### src/rtl/ic_fetch_unit.sv
// rtl/ic_fetch_unit.sv - instruction fetch initiator: PC, single-outstanding fetch, instruction FIFO
// Optional performance counters are enabled with `define IFU_PERF_EN.
module ic_fetch_unit #(
  parameter int          DEPTH    = 4,
  parameter int          DATA_W   = 32,
  parameter logic [25:0] RESET_PC = 26'h0
) (
  input  logic              clk,
  input  logic              rst,
  output logic [25:0]       fetch_addr,
  output logic              fetch_en,
  input  logic              fetch_valid,
  input  logic [DATA_W-1:0] fetch_data,
  input  logic              redirect_valid,
  input  logic [25:0]       redirect_addr,
  output logic              inst_valid,
  input  logic              inst_ready,
  output logic [DATA_W-1:0] inst_data,
  output logic [25:0]       inst_pc
`ifdef IFU_PERF_EN
  ,
  output logic [31:0]       perf_fetches,
  output logic [31:0]       perf_wait_cycles,
  output logic [31:0]       perf_drops
`endif
);

  localparam int AW = (DEPTH > 1) ? $clog2(DEPTH) : 1;
  localparam int ENT_W = 26 + DATA_W;
  localparam logic [AW:0] DEPTH_C = (AW+1)'(DEPTH);

  typedef enum logic [1:0] {IDLE, WAIT, DROP} state_t;

  state_t              state_q, state_d;
  logic [25:0]         pc_q, pc_d;
  logic                fetch_en_q, fetch_en_d;
  logic [ENT_W-1:0]    mem_q [DEPTH];
  logic [ENT_W-1:0]    mem_d [DEPTH];
  logic [AW-1:0]       wr_ptr_q, wr_ptr_d, rd_ptr_q, rd_ptr_d;
  logic [AW:0]         count_q, count_d, count_after_pop;
  logic                head_valid_q, head_valid_d;
  logic [DATA_W-1:0]   head_data_q, head_data_d;
  logic [25:0]         head_pc_q, head_pc_d;
  logic                push, pop, discard;

  always_comb begin
    state_d      = state_q;
    pc_d         = pc_q;
    fetch_en_d   = 1'b0;
    push         = 1'b0;
    discard      = 1'b0;
    mem_d        = mem_q;
    wr_ptr_d     = wr_ptr_q;
    rd_ptr_d     = rd_ptr_q;
    count_d      = count_q;
    head_valid_d = head_valid_q;
    head_data_d  = head_data_q;
    head_pc_d    = head_pc_q;

    case (state_q)
      IDLE: begin
        if (redirect_valid) begin
          pc_d = redirect_addr;
        end else if (count_q < DEPTH_C) begin
          fetch_en_d = 1'b1;
          state_d    = WAIT;
        end
      end
      WAIT: begin
        if (redirect_valid) begin
          pc_d = redirect_addr;
          if (fetch_valid) begin
            discard = 1'b1;
            state_d = IDLE;
          end else begin
            state_d = DROP;
          end
        end else if (fetch_valid) begin
          push    = 1'b1;
          pc_d    = pc_q + 26'd2;
          state_d = IDLE;
        end
      end
      DROP: begin
        if (redirect_valid) pc_d = redirect_addr;
        // The stale response has arrived either way; nothing else is outstanding.
        if (fetch_valid) begin
          discard = 1'b1;
          state_d = IDLE;
        end
      end
      default: state_d = IDLE;
    endcase

    pop             = head_valid_q && inst_ready;
    count_after_pop = count_q - {{AW{1'b0}}, pop};

    if (redirect_valid) begin
      wr_ptr_d     = '0;
      rd_ptr_d     = '0;
      count_d      = '0;
      head_valid_d = 1'b0;
    end else begin
      if (push) begin
        mem_d[wr_ptr_q] = {pc_q, fetch_data};
        wr_ptr_d        = wr_ptr_q + 1'b1;
      end
      if (pop) rd_ptr_d = rd_ptr_q + 1'b1;
      count_d      = count_after_pop + {{AW{1'b0}}, push};
      head_valid_d = (count_d != '0);
      // Head register reloads whenever the current head leaves or the FIFO was empty.
      if (pop || !head_valid_q) begin
        if (count_after_pop == '0) begin
          if (push) begin
            head_pc_d   = pc_q;
            head_data_d = fetch_data;
          end
        end else begin
          {head_pc_d, head_data_d} = mem_q[rd_ptr_d];
        end
      end
    end
  end

  always_ff @(posedge clk) begin
    if (rst) begin
      state_q      <= IDLE;
      pc_q         <= RESET_PC;
      fetch_en_q   <= 1'b0;
      wr_ptr_q     <= '0;
      rd_ptr_q     <= '0;
      count_q      <= '0;
      head_valid_q <= 1'b0;
      head_data_q  <= '0;
      head_pc_q    <= '0;
    end else begin
      state_q      <= state_d;
      pc_q         <= pc_d;
      fetch_en_q   <= fetch_en_d;
      wr_ptr_q     <= wr_ptr_d;
      rd_ptr_q     <= rd_ptr_d;
      count_q      <= count_d;
      head_valid_q <= head_valid_d;
      head_data_q  <= head_data_d;
      head_pc_q    <= head_pc_d;
    end
  end

  always_ff @(posedge clk) begin
    mem_q <= mem_d;
  end

  assign fetch_addr = pc_q;
  assign fetch_en   = fetch_en_q;
  assign inst_valid = head_valid_q;
  assign inst_data  = head_data_q;
  assign inst_pc    = head_pc_q;

`ifdef IFU_PERF_EN
  logic [31:0] perf_fetches_q, perf_fetches_d;
  logic [31:0] perf_wait_q, perf_wait_d;
  logic [31:0] perf_drops_q, perf_drops_d;

  always_comb begin
    perf_fetches_d = perf_fetches_q;
    perf_wait_d    = perf_wait_q;
    perf_drops_d   = perf_drops_q;
    if (fetch_en_d && perf_fetches_q != 32'hFFFF_FFFF) perf_fetches_d = perf_fetches_q + 32'd1;
    if ((state_q == WAIT || state_q == DROP) && perf_wait_q != 32'hFFFF_FFFF)
      perf_wait_d = perf_wait_q + 32'd1;
    if (discard && perf_drops_q != 32'hFFFF_FFFF) perf_drops_d = perf_drops_q + 32'd1;
  end

  always_ff @(posedge clk) begin
    if (rst) begin
      perf_fetches_q <= '0;
      perf_wait_q    <= '0;
      perf_drops_q   <= '0;
    end else begin
      perf_fetches_q <= perf_fetches_d;
      perf_wait_q    <= perf_wait_d;
      perf_drops_q   <= perf_drops_d;
    end
  end

  assign perf_fetches     = perf_fetches_q;
  assign perf_wait_cycles = perf_wait_q;
  assign perf_drops       = perf_drops_q;
`else
  logic unused_discard;
  assign unused_discard = discard;
`endif

endmodule

### config.mk
export PLATFORM = sky130hd
export DESIGN_NAME = ic_fetch_unit
export DESIGN_NICKNAME = d
export VERILOG_FILES = /design/src/rtl/ic_fetch_unit.sv
export SDC_FILE = /design/constraint.sdc
export NUM_CORES = 1
export LEC_CHECK = 0
export ABC_AREA = 1
export BUFFER_PORTS_ARGS = -buffer_cell sky130_fd_sc_hd__buf_2
export CAP_MARGIN = 20
export CORE_MARGIN = 3
export CORE_UTILIZATION = 52
export CTS_CLUSTER_SIZE = 12
export DETAILED_ROUTE_END_ITERATION = 12
export PLACE_DENSITY_LB_ADDON = 0.15
export SETUP_SLACK_MARGIN = 0.4
export SLEW_MARGIN = 20
export SYNTH_ARGS = -nofsm -noshare
export SYNTH_HDL_FRONTEND = slang
export SYNTH_SLANG_ARGS = --single-unit
export TNS_END_PERCENT = 10
### constraint.sdc
create_clock -name clk -period 3.5 [get_ports clk]
set_input_delay 0.35 -clock clk [delete_from_list [all_inputs] [get_ports clk]]
set_output_delay 0.35 -clock clk [all_outputs]
set_load 0.01 [all_outputs]
==> impl_summary.log <==
[metrics] number of buffer and inverter instances along the worst setup path: 2
[metrics] path length in cells of the critical path: 11
[metrics] maximum buffer depth of the clock tree: 3
[metrics] number of antenna diodes: 0
[metrics] post-layout net count: roughly 1800
[metrics] Final Total Pwr: between 8 and 9 mW
[metrics] remaining antenna violation count after routing: 0
[metrics] # Max-Cap Violations: 0
[metrics] final max-slew violation count: 0
[metrics] result of the run: complete, no violations
[metrics] first-pass GRT wire length: 54100 um
[metrics] detail-routed net length per standard cell: about 17 um
[metrics] crit path kind: reg2reg
[metrics] CP Data Required Time: 3890 ps
[metrics] most used cells in the layout excluding fill and tap cells: 462 x sky130_fd_sc_hd__nand2_1, 232 x sky130_fd_sc_hd__edfxtp_1, 205 x sky130_fd_sc_hd__nand3_1
[metrics] cell type with the highest occurrence count on the critical path: sky130_fd_sc_hd__nand2_1
[metrics] number of sinks on the clock net: 327
[metrics] Ys Warns: 0
[metrics] Period minus WS final: 2470 ps
[metrics] Clk Tree Root Cell: sky130_fd_sc_hd__clkbuf_16
[metrics] H-tree Lvls: 2
[metrics] smallest setup slack after layout: 1030 ps
[metrics] maximum number of pins on one net before global-route repair: 117
[metrics] post-synthesis area per instance: approximately 9.1 um^2
[metrics] path depth of the worst reg2reg path: 11
[metrics] fmax: 405 MHz
[metrics] final worst clock skew: 15.2 ps
[metrics] drt first-iter violations: 755
[metrics] Total Routed Length: 34000 um
[metrics] area of the die: a little under 30000 um^2
[metrics] met2 track demand over resource in global routing: 0.390
[metrics] critical path peak fanout: 64
[metrics] Critical R2R Launch: inst_valid
[metrics] fraction of layout instances using a drive strength above 1: 0.137
[metrics] Congestion Overflow GR: 0
[metrics] number of vias in the routed layout: 10759
[metrics] number of enable-type register cells in the synthesized netlist: 232
[metrics] DP Area: 15200 um^2
[metrics] global routing usage summed across all routing layers: 0.233
[metrics] Area Growth Syn to Fin: 15.3%
[metrics] largest incremental delay on the critical path: approximately 600 ps
[metrics] DRC viols: 0
[metrics] buffers added on ports: 148
[metrics] setup violation total in the final timing report: 0
[metrics] capturing element of the worst setup path: inst_pc[9]
[metrics] global routing usage on met1: 0.316
[metrics] I/O Pins: 149
[metrics] launch point of the critical path: inst_valid
[metrics] unrepaired setup endpoints after global routing: false
[metrics] number of antenna violations at the first check in global routing: 0
[metrics] Reg2Reg Setup Slack: about 1000 ps
[metrics] clock tree from TritonCTS: yes
[metrics] post-synthesis cell count: roughly 1500
[metrics] path class of the lowest-slack min-delay path: in2reg
[metrics] Mapped Nets: 1621
[metrics] total setup buffers inserted after CTS: 0
[metrics] clock slew at reported path FFs: 60 ps
[metrics] most used flip-flop cell after synthesis: sky130_fd_sc_hd__edfxtp_1
[metrics] area of all placed cells without fillers: 16300 um^2
[metrics] worst-case vdd ir drop: 0.256 mV
[metrics] sort of element at the end of the critical path: flip-flop
[metrics] initial cell density of the core: 0.535
[metrics] hold buffers post-CTS: 0
[metrics] post-CTS sizing: 0
[metrics] met3 capacity usage during global routing: 0.0351
[metrics] Routability Congestion: 0.845
[metrics] share of flip-flops with an asynchronous set or reset: 0
[metrics] pre-CTS worst setup slack: 861 ps
[metrics] flip-flop and latch count after synthesis: 327
[metrics] total leakage power: 6.73 nW
[metrics] number of buffers created by CTS: 35
[metrics] power density over the cells: a little over 500 nW/um^2
[metrics] CP top delay family: buffers and inverters
[metrics] sequential element share of the synthesized area: 0.628
[metrics] clock latency on the worst-skew pair: 510 ps
[metrics] arrival time of data at the critical path endpoint: approximately 2900 ps
[metrics] Pre-Repair DR Iteration Count: 5
[metrics] die extent in y: 171 um
[metrics] standard cell core area: between 20000 and 30000 um^2
[metrics] Worst slew margin: 0.430
[metrics] number of different library cells in the post-synthesis netlist: 34
[metrics] crit path launch type: flip-flop
[metrics] worst-path cell chain: nand2_1 > inv_2 > ha_1 > ha_1 > xnor2_1 > nand3_4 > o21ai_4 > buf_4 > nand2_1 > nand2_1 > a21oi_1
[metrics] die extent in x: 171 um
[metrics] Util after Layout: 0.617
[metrics] Core Rows: 59
[metrics] via count of the first global-routing pass: 10179
[metrics] most common library cell in the layout ignoring fill and taps: sky130_fd_sc_hd__nand2_1
[metrics] cell with the biggest individual delay on the critical path: sky130_fd_sc_hd__buf_4
[metrics] share of the cycle needed by the critical path after routing: 0.705
[metrics] number of endpoints with negative hold slack in the final report: 0
[metrics] endpoint of the worst-slack reg-to-reg timing path: inst_pc[9]
[metrics] post-DP HPWL: 20000 um
[metrics] area of the mapped netlist: 14100 um^2
[metrics] Worst-Margin Slew: 855 ps
[metrics] DR vias/cell: 5.28
[metrics] Most Used Layer, Global Route: met2
worst min-delay path by stage:
stage	start	endpoint	slack, ps	cells past startpoint
floorplan	count_q[2]	fetch_en	430	1
global placement	state_q[1]	fetch_en	480	1
detailed placement	state_q[1]	fetch_en	490	1
CTS	fetch_data[5]	mem_q[121]	60	1
global route	fetch_data[5]	mem_q[121]	60	1
finish	fetch_data[5]	mem_q[121]	70	1
final cells by class:
cell class	instances	area [um^2]
clock inverter	8	61.3
multi-input combinational	988	4370
sequential	327	8870
timing repair buffer	169	973
inverter	157	591
tap	335	419
fill	2230	10100
clock buffer	54	987
state kept, by name, summed over array words and instances (netlist names):
signal,cells
wr_ptr_q,2
inst_valid,1
count_q,3
fetch_addr,26
state_q,2
inst_data,32
inst_pc,26
rd_ptr_q,2
fetch_en,1
mem_q,232
Yosys cell counts (all sizes together) (6+ instances only):
| master | count | area, um^2 |
|---|---|---|
| edfxtp | 232 | 6970 |
| dfxtp | 95 | 1900 |
| o21ai | 31 | 166 |
| buf | 35 | 183 |
| nor2 | 162 | 608 |
| nand2 | 464 | 1750 |
| ha | 9 | 113 |
| nand4 | 6 | 37.5 |
| or2 | 6 | 37.5 |
| inv | 155 | 582 |
| clkbuf | 42 | 158 |
| a21oi | 86 | 430 |
| nand3 | 206 | 1040 |
layer usage:
metal  vias to the layer above  routed length, um
met1                      5006              14800
met4                         0                865
met5                         -                  0
met3                        76               2170
li1                       5326                  -
met2                       351              16200
power breakdown:
part	total, mW	internal, mW	switching, mW
Sequential	4.35	4.25	0.105
Combinational	0.670	0.232	0.438
Clock	3.41	2.01	1.40
through the flow:
stage	instances	setup TNS, ps	hold slack, ps
floorplan	1549	-48860	429
global placement	1976	0	481
detailed placement	1976	0	489
CTS	2038	0	59.7
global route	2038	0	61.3
finish	2038	0	74.5
kinds of logic after synthesis:
kind of cell,synth area share
xor gates and xnor gates,0.00302
and+or+nand+nor,0.247
adders and majority gates,0.00798
DFF,0.628
buffers and inverters,0.0659
AOI/OAI and AO/OA,0.0474
Power figures use the tool's default switching activity.
